<file path="src/rtl/usb_sie_pkg.sv">
// rtl/usb_sie_pkg.sv - shared types, constants and helpers for the USB SIE CRC engine
//
// Holds the CRC engine state enum, the USB CRC5/CRC16 polynomial and residue
// constants, and a helper that reflects a normal-form polynomial into the
// LSB-first form used by the serial LFSR.
package usb_sie_pkg;

  typedef enum logic [1:0] {
    IDLE  = 2'd0,
    ACCUM = 2'd1,
    EMIT  = 2'd2
  } crc_state_e;

  localparam logic [4:0]  CRC5_POLY     = 5'h05;
  localparam logic [4:0]  CRC5_RESIDUE  = 5'h06;
  localparam logic [15:0] CRC16_POLY    = 16'h8005;
  localparam logic [15:0] CRC16_RESIDUE = 16'hB001;

  // Reverse the low 'width' bits of poly; bits above width come back as zero.
  function automatic logic [15:0] reflect_poly(input logic [15:0] poly, input int width);
    logic [15:0] r;
    r = '0;
    for (int i = 0; i < 16; i++) begin
      if (i < width) r[width-1-i] = poly[i];
    end
    return r;
  endfunction

endpackage

</file>
<file path="src/rtl/usb_crc_engine_if.sv">
// rtl/usb_crc_engine_if.sv - serial bit/CRC handshake bundle of the USB CRC engine
//
// master: packet side (drives start/mode/bits and the downstream crc_ready).
// slave : the CRC engine.
//   start, mode_chk          packet control
//   bit_in/bit_valid/bit_last  serial payload, LSB-first
//   crc_out/crc_valid/crc_ready serial CRC stream towards the bit-stuffer
//   crc_value, busy, done, crc_ok  status
interface usb_crc_engine_if #(
  parameter int CRC_W = 5
);
  logic             start;
  logic             mode_chk;
  logic             bit_in;
  logic             bit_valid;
  logic             bit_last;
  logic             crc_out;
  logic             crc_valid;
  logic             crc_ready;
  logic [CRC_W-1:0] crc_value;
  logic             busy;
  logic             done;
  logic             crc_ok;

  modport master (
    output start, mode_chk, bit_in, bit_valid, bit_last, crc_ready,
    input  crc_out, crc_valid, crc_value, busy, done, crc_ok
  );

  modport slave (
    input  start, mode_chk, bit_in, bit_valid, bit_last, crc_ready,
    output crc_out, crc_valid, crc_value, busy, done, crc_ok
  );

endinterface

</file>
<file path="src/rtl/usb_crc_lfsr.sv">
// rtl/usb_crc_lfsr.sv - combinational single-bit step of a reflected CRC LFSR
//
// Ports:
//   lfsr_cur  in   CRC_W  current register value
//   bit_in    in   1      serial data bit
//   lfsr_nxt  out  CRC_W  register value after absorbing bit_in
module usb_crc_lfsr
  import usb_sie_pkg::*;
#(
  parameter int               CRC_W = 5,
  parameter logic [CRC_W-1:0] POLY  = CRC5_POLY
) (
  input  logic [CRC_W-1:0] lfsr_cur,
  input  logic             bit_in,
  output logic [CRC_W-1:0] lfsr_nxt
);

  localparam logic [15:0]      POLYR_FULL = reflect_poly(16'(POLY), CRC_W);
  localparam logic [CRC_W-1:0] POLYR      = POLYR_FULL[CRC_W-1:0];

  logic fb;

  // Reflected form: the register shifts toward bit 0, so the polynomial is reversed.
  assign fb       = lfsr_cur[0] ^ bit_in;
  assign lfsr_nxt = (lfsr_cur >> 1) ^ (fb ? POLYR : '0);

endmodule

</file>
<file path="src/rtl/usb_crc_engine.sv">
// rtl/usb_crc_engine.sv - serial USB CRC5/CRC16 generate/check engine
//
// TX: absorbs packet bits LSB-first, then streams ~CRC out bit 0 first under
//     crc_valid/crc_ready. RX: absorbs payload plus received CRC and compares
//     the register with the good-packet residue.
// Ports:
//   clk   in  clock, posedge
//   rst   in  asynchronous active-low reset
//   bus   slave modport of usb_crc_engine_if (start, mode_chk, bit_*, crc_*,
//         busy, done, crc_ok)
// Build option: USB_CRC_CHECK_EN enables the RX residue check; without it
//   mode_chk is ignored (always TX) and crc_ok is constant 0.
module usb_crc_engine
  import usb_sie_pkg::*;
#(
  parameter int               CRC_W   = 5,
  parameter logic [CRC_W-1:0] POLY    = CRC5_POLY,
  parameter logic [CRC_W-1:0] RESIDUE = CRC5_RESIDUE
) (
  input  logic             clk,
  input  logic             rst,
  usb_crc_engine_if.slave  bus
);

  localparam int               CNT_W    = $clog2(CRC_W);
  localparam logic [CRC_W-1:0] INIT     = '1;
  localparam logic [CNT_W-1:0] LAST_CNT = CNT_W'(CRC_W - 1);

  crc_state_e       state_q, state_d;
  logic [CRC_W-1:0] lfsr_q, lfsr_base, lfsr_step;
  logic [CRC_W-1:0] crc_value_q;
  logic [CNT_W-1:0] count_q;
  logic             mode_q, mode_eff, mode_cur;
  logic             done_q, crc_ok_q;
  logic             bit_take, last_take, emit_hs, residue_hit;

`ifdef USB_CRC_CHECK_EN
  assign mode_eff    = bus.mode_chk;
  assign residue_hit = (lfsr_step == RESIDUE);
`else
  assign mode_eff    = 1'b0;
  assign residue_hit = 1'b0;
`endif

  // start restarts from INIT in the same cycle, so a bit presented with it
  // is absorbed into the fresh packet rather than the aborted one.
  assign lfsr_base = bus.start ? INIT : lfsr_q;
  assign mode_cur  = bus.start ? mode_eff : mode_q;
  assign bit_take  = bus.bit_valid & (bus.start | (state_q == ACCUM));
  assign last_take = bit_take & bus.bit_last;
  assign emit_hs   = (state_q == EMIT) & bus.crc_ready;

  usb_crc_lfsr #(
    .CRC_W (CRC_W),
    .POLY  (POLY)
  ) u_lfsr (
    .lfsr_cur (lfsr_base),
    .bit_in   (bus.bit_in),
    .lfsr_nxt (lfsr_step)
  );

  // State register
  always_ff @(posedge clk or negedge rst) begin
    if (!rst) state_q <= IDLE;
    else      state_q <= state_d;
  end

  // Next-state logic
  always_comb begin
    state_d = state_q;
    if (bus.start) begin
      if (last_take) state_d = mode_cur ? IDLE : EMIT;
      else           state_d = ACCUM;
    end else begin
      case (state_q)
        IDLE:    state_d = IDLE;
        ACCUM:   if (last_take) state_d = mode_cur ? IDLE : EMIT;
        EMIT:    if (emit_hs && (count_q == LAST_CNT)) state_d = IDLE;
        default: state_d = IDLE;
      endcase
    end
  end

  // Outputs
  always_comb begin
    bus.busy      = (state_q != IDLE);
    bus.crc_valid = (state_q == EMIT);
    bus.crc_out   = (state_q == EMIT) ? crc_value_q[count_q] : 1'b0;
    bus.crc_value = crc_value_q;
    bus.done      = done_q;
    bus.crc_ok    = crc_ok_q;
  end

  // Datapath: LFSR, emit counter, latched result and status pulses
  always_ff @(posedge clk or negedge rst) begin
    if (!rst) begin
      lfsr_q      <= INIT;
      count_q     <= '0;
      crc_value_q <= '0;
      mode_q      <= 1'b0;
      done_q      <= 1'b0;
      crc_ok_q    <= 1'b0;
    end else begin
      done_q <= 1'b0;
      if (bus.start) begin
        mode_q   <= mode_eff;
        crc_ok_q <= 1'b0;
        count_q  <= '0;
      end
      if (bit_take)       lfsr_q <= lfsr_step;
      else if (bus.start) lfsr_q <= INIT;

      if (last_take) begin
        crc_value_q <= ~lfsr_step;
        count_q     <= '0;
        if (mode_cur) begin
          done_q   <= 1'b1;
          crc_ok_q <= residue_hit;
        end
      end else if (emit_hs && !bus.start) begin
        // An abort on the final handshake wins: no done for the dropped packet.
        if (count_q == LAST_CNT) done_q  <= 1'b1;
        else                     count_q <= count_q + CNT_W'(1);
      end
    end
  end

endmodule

</file>
<file path="src/flat_wrapper.sv">
// flat-port wrapper written by rule: the top's interface ports become plain ports
module usb_crc_engine_flat import usb_sie_pkg::*;
#(
  parameter int               CRC_W   = 5,
  parameter logic [CRC_W-1:0] POLY    = CRC5_POLY,
  parameter logic [CRC_W-1:0] RESIDUE = CRC5_RESIDUE
)
  (clk, rst, bus_start, bus_mode_chk, bus_bit_in, bus_bit_valid, bus_bit_last, bus_crc_ready, bus_crc_out, bus_crc_valid, bus_crc_value, bus_busy, bus_done, bus_crc_ok);
  usb_crc_engine_if #(.CRC_W(CRC_W)) bus_i ();
  input  logic clk;
  input  logic rst;
  input wire logic [$bits(bus_i.start)-1:0] bus_start;
  input wire logic [$bits(bus_i.mode_chk)-1:0] bus_mode_chk;
  input wire logic [$bits(bus_i.bit_in)-1:0] bus_bit_in;
  input wire logic [$bits(bus_i.bit_valid)-1:0] bus_bit_valid;
  input wire logic [$bits(bus_i.bit_last)-1:0] bus_bit_last;
  input wire logic [$bits(bus_i.crc_ready)-1:0] bus_crc_ready;
  output wire logic [$bits(bus_i.crc_out)-1:0] bus_crc_out;
  output wire logic [$bits(bus_i.crc_valid)-1:0] bus_crc_valid;
  output wire logic [$bits(bus_i.crc_value)-1:0] bus_crc_value;
  output wire logic [$bits(bus_i.busy)-1:0] bus_busy;
  output wire logic [$bits(bus_i.done)-1:0] bus_done;
  output wire logic [$bits(bus_i.crc_ok)-1:0] bus_crc_ok;
  assign bus_i.start = bus_start;
  assign bus_i.mode_chk = bus_mode_chk;
  assign bus_i.bit_in = bus_bit_in;
  assign bus_i.bit_valid = bus_bit_valid;
  assign bus_i.bit_last = bus_bit_last;
  assign bus_i.crc_ready = bus_crc_ready;
  assign bus_crc_out = bus_i.crc_out;
  assign bus_crc_valid = bus_i.crc_valid;
  assign bus_crc_value = bus_i.crc_value;
  assign bus_busy = bus_i.busy;
  assign bus_done = bus_i.done;
  assign bus_crc_ok = bus_i.crc_ok;
  usb_crc_engine #(.CRC_W(CRC_W), .POLY(POLY), .RESIDUE(RESIDUE)) u_core (.clk(clk), .rst(rst), .bus(bus_i));
endmodule
</file>
<file path="config.mk">
export PLATFORM = sky130hd
export DESIGN_NAME = usb_crc_engine_flat
export DESIGN_NICKNAME = d
export VERILOG_FILES = /design/src/rtl/usb_sie_pkg.sv /design/src/rtl/usb_crc_engine_if.sv /design/src/rtl/usb_crc_lfsr.sv /design/src/rtl/usb_crc_engine.sv /design/src/flat_wrapper.sv
export SDC_FILE = /design/constraint.sdc
export NUM_CORES = 1
export LEC_CHECK = 0
export BUFFER_PORTS_ARGS = -buffer_cell sky130_fd_sc_hd__buf_2
export CORE_MARGIN = 10
export CORE_UTILIZATION = 53
export CTS_CLUSTER_SIZE = 20
export DETAILED_ROUTE_END_ITERATION = 12
export MAX_ROUTING_LAYER = met4
export PLACE_DENSITY = 0.77
export SYNTH_ARGS = -nofsm -noshare
export SYNTH_HDL_FRONTEND = slang
export SYNTH_SLANG_ARGS = --single-unit
</file>
<file path="constraint.sdc">
create_clock -name clk -period 1.73 [get_ports clk]
set_clock_uncertainty 0.15 [all_clocks]
set_input_delay 0.173 -clock clk [delete_from_list [all_inputs] [get_ports clk]]
set_output_delay 0.173 -clock clk [all_outputs]
set_load 0.02 [all_outputs]
</file>
-- Yosys cells after proc, flatten, opt, wreduce, memory -nomap -nowiden
Cells that the tools add are included.
Widths: inputs -> output; s select.
- bits of input ports: 8
- word-level logic and storage cells: 50
- register bits after elaboration: 18
- output and inout port bits: 10
- bitwise logic cells: 7
- multiplexer cells: 24
- eq/ne operators: 5
- add/subtract/negate cells: 1
- reductions and logical operators: 5
- order comparisons: 1
- operator list (cell ; count):
    $mux 5 ; 3
    $mux 3 ; 4
    $mux 1 ; 10
    $mux 2 ; 5
    $ne 3x2->1 const B ; 2
    $not 5->5 ; 1
    $xor 4x5->5 ; 1
    $lt 3x4->1 const B ; 1
    $pmux 2 s2 ; 1
    $add 3x1->3 const B ; 1
    $and 1x1->1 ; 3
    $bmux 1 s3 ; 1
    $eq 3x3->1 const B ; 1
    $eq 2x1->1 const B ; 1
    $eq 2x2->1 const B ; 1
    $logic_and 1x1->1 ; 2
    $reduce_and 2->1 ; 1
    $reduce_bool 2->1 ; 1
    $logic_not 1->1 ; 1
    $or 1x1->1 ; 1
    $xor 1x1->1 ; 1

-- Depth between registers and ports, before layout
Gate-level depths: netlist of the first run.
- depth after elaboration: 7
- mapped depth: 6
- depth with buffers taken out: 6

-- Modules after synthesis
A second synthesis of the first run with hierarchy kept.
- cell total of the unflattened synthesis: 84
- area total of the unflattened synthesis: 973.4 um^2
- by module, submodules not included (module ; area an instance (um^2) ; sequential area each (um^2) ; cells an instance ; instances):
    usb_crc_engine ; 910.9 ; 456.7 ; 78 ; 1
    usb_crc_lfsr ; 62.6 ; 0.0 ; 6 ; 1

-- Worst setup path after synthesis of the first run
OpenSTA, ideal clock, no wires.
- path kind: reg2out
- start point: register u_core.count_q[0]
- end point: output bus_crc_out
- arrival: 1.160 ns
- setup slack: 0.247 ns
- buffers on the path: 0
- cell stages (with the launch flop): 5
- cell sequence: dfrtp_1 -> or2_2 -> o32ai_1 -> a41oi_1 -> nor2_1
- cells in the longest elaborated chain, start to end: 3
- ends and longest elaborated chain (what ; line ; text):
    start: declaration ; usb_crc_engine.sv:32 ; logic [CNT_W-1:0] count_q;
    start signal: assignment ; usb_crc_engine.sv:123 ; else count_q <= count_q + CNT_W'(1);
    $bmux 1 s3 ; usb_crc_engine.sv:88 ; bus.crc_out = (state_q == EMIT) ? crc_value_q[count_q] : 1'b0;
    $mux 1 (implied by the code) ; usb_crc_engine.sv:88 ;
    $mux 1 ; usb_crc_engine.sv:88 ;
    end: declaration ; flat_wrapper.sv:18 ; output wire logic [$bits(bus_i.crc_out)-1:0] bus_crc_out;
Every way passes these cells. The select of a mux whose other input is x is not followed.

-- Final worst setup path of the first run
- start point: register u_core.count_q[2]
- end point: output bus_crc_out
Same word-level chain as after synthesis.

==> results of run 1 <==
==> critical path: cells and delay by family (launching register included) <==
family	cells	cell delay, ps
compound gates	2	310
buf+inv	2	280
flops	1	450
simple gates	1	120
==> Yosys cell counts <==
cell type | count | share of area, %
dfrtp_1 | 13 | 35
nand2_1 | 12 | 4.8
nor2_1 | 7 | 2.8
nor3_1 | 7 | 3.7
dfstp_2 | 5 | 14
inv_1 | 5 | 2.0
a21oi_1 | 4 | 2.1
nand3b_1 | 4 | 3.2
mux2i_1 | 3 | 3.2
o31ai_1 | 3 | 2.4
a31oi_1 | 2 | 1.3
ha_1 | 2 | 2.7
o21ai_0 | 2 | 1.1
o32ai_1 | 2 | 1.9
or2_2 | 2 | 1.3
xnor2_1 | 2 | 1.9
a41oi_1 | 1 | 0.93
and2_4 | 1 | 0.93
and3_1 | 1 | 0.67
buf_2 | 1 | 0.53
buf_6 | 1 | 1.2
clkbuf_1 | 1 | 0.40
nand2b_1 | 1 | 0.67
nand3_1 | 1 | 0.53
nor2b_1 | 1 | 0.67
nor2b_4 | 1 | 1.5
nor4_1 | 1 | 0.67
nor4_4 | 1 | 2.3
o211ai_2 | 1 | 1.3
o21a_4 | 1 | 1.6
o21ai_1 | 1 | 0.53
or2b_1 | 1 | 0.80
or3_1 | 1 | 0.67
xor2_1 | 1 | 0.93
==> layer usage <==
layer	track usage, %	vias to the layer above
met1	13.2	372
met3	1.83	6
met5	-	-
met2	19.7	18
li1	-	371
met4	5.73	0
==> sequential cells by signal (all words and copies together) (netlist names) <==
register	flops
u_core.bus.crc_value	5
u_core.lfsr_q	5
u_core.count_q	3
u_core.state_q	2
u_core.bus.crc_ok	1
u_core.bus.done	1
u_core.mode_q	1
==> logic make-up after synthesis <==
logic type | share of synthesized area, %
mux | 3.20
compound gates | 13.2
xor+xnor | 2.80
buf+inv | 4.14
fa+ha+maj | 2.67
flops | 48.7
simple gates | 25.2
==> worst max path at each step <==
stage                                 from                     endpoint  cells after the start  slack (ps)
6_report       u_core.count_q[2]$_DFF_PN0_                  bus_crc_out                      5         -50
3_3_place_gp   u_core.count_q[0]$_DFF_PN0_  u_core.count_q[2]$_DFF_PN0_                      4         190
4_1_cts        u_core.count_q[2]$_DFF_PN0_                  bus_crc_out                      5         -40
3_5_place_dp   u_core.count_q[0]$_DFF_PN0_  u_core.count_q[2]$_DFF_PN0_                      4          80
5_1_grt        u_core.count_q[0]$_DFF_PN0_                  bus_crc_out                      5        -110
2_1_floorplan  u_core.count_q[0]$_DFF_PN0_                  bus_crc_out                      4         250
==> through the flow <==
step	util [%]	setup TNS [ps]	area [um^2]	total power (uW)
floorplan	-	0	937	634
global placement	60.2	0	1030	694
detailed placement	60.2	0	1030	700
CTS	66.7	-43.1	1140	967
global route	67.5	-107	1150	1020
finish	67.5	-46.1	1150	960
==> what timing repair did <==
item	in CTS	in global routing
hold buffers	1	0
buffers inserted	5	0
pin swaps	1	1
resized for setup	7	3
endpoints found under the setup margin	1	2
endpoints found under the hold margin	18	0
==> power by group <==
group | total, uW | switching (uW) | leakage (uW) | internal [uW]
sequential | 504 | 37.0 | 0.000221 | 467
clock | 253 | 125 | 0.0000210 | 128
combinational | 203 | 120 | 0.000275 | 82.7
==> cell usage in the layout, fill, tap and decap left out, types with 2 or more instances in the layout <==
cell type / count
buf_2: 15
nand2_1: 12
dfrtp_1: 11
nor3_1: 7
nor2_1: 7
inv_1: 5
buf_4: 5
dfstp_2: 5
nand3b_1: 4
a21oi_1: 4
o31ai_1: 3
clkbuf_4: 3
xnor2_1: 2
mux2i_2: 2
a31oi_1: 2
o21ai_0: 2
ha_1: 2
dfrtp_2: 2
==> cell type report <==
class                      count  share of cell area [%]
sequential                    18                    39.8
timing repair buffer          22                    11.6
clock buffer                   4                    3.15
multi-input combinational     67                    41.0
tap                           25                    2.71
inverter                       5                    1.63
==> out/results.tsv, run 1 <==
stage	metric	value	unit
run_status	status	finished with violations	
run_status	violations	setup timing	
final_layout	area_delta_synth_final	23.0	%
detailed_routing	dr.pass1.iters	5	
clocking	clkTransAtPathRegs	100	ps
die	core	1710	um^2
die	die_h	62.1	um
synthesis	ys_warn_count	0	
timing	fin_ws	-46.1	ps
worst_setup_path	path_max_fanout	3	
placement	dp.cells	131	
clocking	cts_max_path_buffers	2	
synthesis	syn_avg_cell_area	10.1	um^2
detailed_routing	drtAntennaViolNets	0	
worst_setup_path	r2r_slack	130	ps
clocking	root_buffer	clkbuf_4	
worst_setup_path	required	1410	ps
power_and_ir_drop	power.density	833	nW/um^2
final_layout	regArea	459	um^2
placement	post-place-ws	84.6	ps
timing	period_minus_slack	1780	ps
detailed_routing	drt-total-wl	2040	um
global_route	grt_start_max_net_pins	23	
flow_run	drv_cap	0	
global_route	grt_use_total	11.7	%
timing	worst_pin_slew	415	ps
synthesis	syn_area	937	um^2
die	io_pins	18	
detailed_routing	drt-initial-drc-count	22	
synthesis	ys_types	34	
detailed_routing	viasPerCell	5.44	
clocking	insertion_delay	290	ps
clocking	cts_sinks	18	
die	dieArea	3850	um^2
global_route	grt_pass1_vias	768	
final_layout	nNetsFinal	127	
timing	setup_viol	1	
worst_setup_path	worst_r2r_endpoint	u_core.count_q[2]$_DFF_PN0_	
detailed_routing	dr_wl_met2	1010	um
synthesis	syn_inst	93	
clocking	cts_made_buffers	3	
worst_setup_path	r2r_start	u_core.count_q[0]$_DFF_PN0_	
detailed_routing	top_layer	met4	
timing	relSlewSlack	72.2	%
detailed_routing	wl_met3	83	um
global_route	grt_pass1_wl	3340	um
timing	rsz0062_at_grt	true	
worst_setup_path	crit_chain	buf_6 -> o32ai_2 -> a41oi_2 -> nor2_1 -> buf_4	
final_layout	fill_cells	143	
worst_setup_path	start_kind	flip-flop	
power_and_ir_drop	peakVddDrop	0.621	mV
final_layout	instances_no_fill	141	
die	fp-row-count	15	
worst_setup_path	critical_path.endpoint_type	output port	
timing	hold_violations	0	
hold_path	min_path_cells	3	
power_and_ir_drop	power_leakage	0.000517	uW
die	start_util	54.9	%
timing	fmax	563	MHz
final_layout	multi_input_area	473	um^2
placement	io_buffer_count	16	
synthesis	synth_nets	103	
worst_setup_path	arrival	1450	ps
worst_setup_path	rr_worst_depth	5	
hold_path	hold_path.startpoint	bus_bit_last	
detailed_routing	num_vias	767	
global_route	antenna_found_initial	0	
clocking	htree_levels	1	
placement	gp_congestion	0.710	
global_route	overflow	0	
final_layout	layout-drive-gt1-share	37.9	%
hold_path	hold_end	u_core.bus.done$_DFF_PN0_	
synthesis	synth-seq-area-share	48.7	%
hold_path	hp-class	primary input to flip-flop	
clocking	cts_tree	built	
die	die_w	62.1	um
placement	dp_hpwl	1500	um
timing	final.period_utilization	103	%
worst_setup_path	critPathSlowestCell	dfrtp_2	
final_layout	n_antenna_cell	0	
worst_setup_path	slowest_delay	450	ps
detailed_routing	wl_per_cell	14.5	um
timing	maxSlewViolCount	0	
detailed_routing	drc	0	
worst_setup_path	path_class	flip-flop to output port	
timing	timing.hold.ws	29.0	ps
synthesis	ys_seq_elements	18	
detailed_routing	met1_length	929	um
Note: power is estimated with default switching activity, not from simulation.
==> run 2, diff against run 1 <==
clock period = 1.9 ns   (was 1.73 ns; I/O delays follow)
==> out/results.tsv, run 2 (synthesis results as in run 1) <==
stage	metric	value	unit
global_route	overflow	0	
global_route	antenna_found_initial	0	
clocking	cts_sinks	18	
timing	setup_viol	0	
clocking	post_cts_buffers	0	
timing	fin_tns_setup	0	ps
power_and_ir_drop	p_sw	257	uW
placement	gp_congestion	0.726	
worst_setup_path	critical_path.endpoint	bus_crc_out	
die	die_w	62.1	um
worst_setup_path	path_max_fanout	6	
worst_setup_path	path_class	flip-flop to output port	
detailed_routing	viasPerCell	5.27	
die	core	1710	um^2
hold_path	hp-class	primary input to flip-flop	
final_layout	final_cell_mix	15 x buf_2, 12 x nand2_1, 11 x dfrtp_1	
timing	worst_pin_slew	502	ps
worst_setup_path	critical_path.endpoint_type	output port	
timing	fmax	555	MHz
worst_setup_path	crit_chain	mux2i_1 -> o32ai_2 -> a41oi_2 -> nor2_1 -> buf_4	
final_layout	n_antenna_cell	0	
die	die_h	62.1	um
die	io_pins	18	
clocking	cts_tree	built	
detailed_routing	drc	0	
worst_setup_path	critPathSlowestCell	dfrtp_2	
worst_setup_path	rr_worst_depth	4	
power_and_ir_drop	p_comb_share	20.4	%
global_route	met3_usage	2.03	%
global_route	grt_pass1_wl	3040	um
power_and_ir_drop	power.density	791	nW/um^2
detailed_routing	num_vias	717	
placement	io_buffer_count	16	
detailed_routing	dr.pass1.iters	4	
flow_run	drv_cap	0	
detailed_routing	drt-initial-drc-count	12	
timing	rsz0062_at_grt	false	
power_and_ir_drop	power_leakage	0.000487	uW
worst_setup_path	crit_buf_inv	1	
clocking	htree_levels	1	
clocking	cts_made_buffers	3	
global_route	top_usage_layer	met2	
global_route	grt_pass1_vias	705	
final_layout	fill_cells	156	
final_layout	instances_no_fill	136	
worst_setup_path	crit_start	u_core.count_q[0]$_DFF_PN0_	
worst_setup_path	worst_r2r_endpoint	u_core.count_q[2]$_DFF_PN0_	
worst_setup_path	cp_top_family	flip-flops	
detailed_routing	drtAntennaViolNets	0	
power_and_ir_drop	power.internal	613	uW
power_and_ir_drop	peakVddDrop	0.498	mV
placement	dp.cells	131	
timing	maxSlewViolCount	0	
power_and_ir_drop	seqPwrFrac	52.7	%
final_layout	area_delta_synth_final	17.5	%
die	dieArea	3850	um^2
clocking	root_buffer	clkbuf_4	
worst_setup_path	required	1560	ps
timing	relSlewSlack	66.2	%
global_route	met2_usage	17.8	%
worst_setup_path	start_kind	flip-flop	
timing	final.period_utilization	94.8	%
detailed_routing	drt-total-wl	1870	um
clocking	cts_max_path_buffers	2	
detailed_routing	wl_per_cell	13.8	um
timing	hold_violations	0	
global_route	grtUsageMet1	12.0	%
worst_setup_path	r2r_start	u_core.count_q[0]$_DFF_PN0_	
final_layout	layout-drive-gt1-share	33.3	%
clocking	insertion_delay	290	ps
die	fp-row-count	15	
timing	period_minus_slack	1800	ps
final_layout	nNetsFinal	122	
run_status	status	finished clean	
worst_setup_path	r2r_slack	330	ps
worst_setup_path	crit_cells	5	
global_route	grt_start_max_net_pins	23	
power_and_ir_drop	swShare	29.6	%
final_layout	layout.cells.most_common	buf_2	
power_and_ir_drop	clkPwrFrac	26.9	%
worst_setup_path	arrival	1460	ps
die	start_util	54.9	%
clocking	clkTransAtPathRegs	110	ps
global_route	grt_use_total	10.8	%
worst_setup_path	slowest_delay	440	ps
placement	dp_hpwl	1380	um
## run 2: changes by cell type in the layout (fill, tap and decap cells not counted), sizes merged
cell	change
buf	-5
## run 2: repair_timing
action / 4_1_cts / 5_1_grt
resized for setup: 0 / 7
hold endpoints to repair: 18 / 0
hold buffers: 1 / 0
endpoints found under the setup margin: 0 / 1
## run 2: cell type report
cell class,instances,area [um^2],share of cell area (%)
multi-input cells,67,463,42.0
well taps,25,31.3,2.84
flip-flops and latches,18,459,41.7
repair buffers,17,92.6,8.41
inverters,5,18.8,1.70
clock buffers,4,36.3,3.30
## run 2: worst register-to-register path, delay by kind of cell (launching register included)
family | cells | cell delay (ps)
adders and majority gates | 1 | 230
DFF | 1 | 440
buffers and inverters | 1 | 60
and+or+nand+nor | 2 | 570
## run 2: per-layer routing
metal / routed length [um] / vias to the layer above
li1: - / 365
met1: 862 / 336
met2: 894 / 14
met3: 104 / 2
met4: 12 / 0
met5: 0 / -
## run 2: how the worst min path moves through the flow
stage	start	end	slack, ps	depth (start not counted)
after floorplan	rst	u_core.bus.crc_ok$_DFF_PN0_	-260	0
after CTS	bus_bit_last	u_core.bus.done$_DFF_PN0_	50	3
after global routing	bus_bit_last	u_core.bus.done$_DFF_PN0_	70	3
final	bus_bit_last	u_core.bus.done$_DFF_PN0_	60	3
after global placement	rst	u_core.state_q[0]$_DFFE_PN0P_	-20	1
after detailed placement	rst	u_core.state_q[1]$_DFFE_PN0P_	-10	1
## run 2: power groups by stage
stage	combinational (uW)	clock (uW)	sequential (uW)
5_1_grt	199	254	463
2_1_floorplan	100	0	477
3_5_place_dp	173	0	464
4_1_cts	175	239	456
3_3_place_gp	170	0	462
6_report	178	234	459
## run 2: metrics by stage
| step | utilization (%) | worst slack (ps) | total power [uW] | instance area [um^2] | hold WS (ps) |
|---|---|---|---|---|---|
| 4_1_cts | 62.9 | 37.8 | 870 | 1070 | 47.1 |
| 6_report | 64.5 | 98.9 | 871 | 1100 | 63.5 |
| 3_3_place_gp | 60.2 | 356 | 632 | 1030 | -16.2 |
| 3_5_place_dp | 60.2 | 297 | 637 | 1030 | -14.2 |
| 5_1_grt | 64.5 | 7.70 | 915 | 1100 | 65.7 |
| 2_1_floorplan | - | 400 | 577 | 937 | -256 |
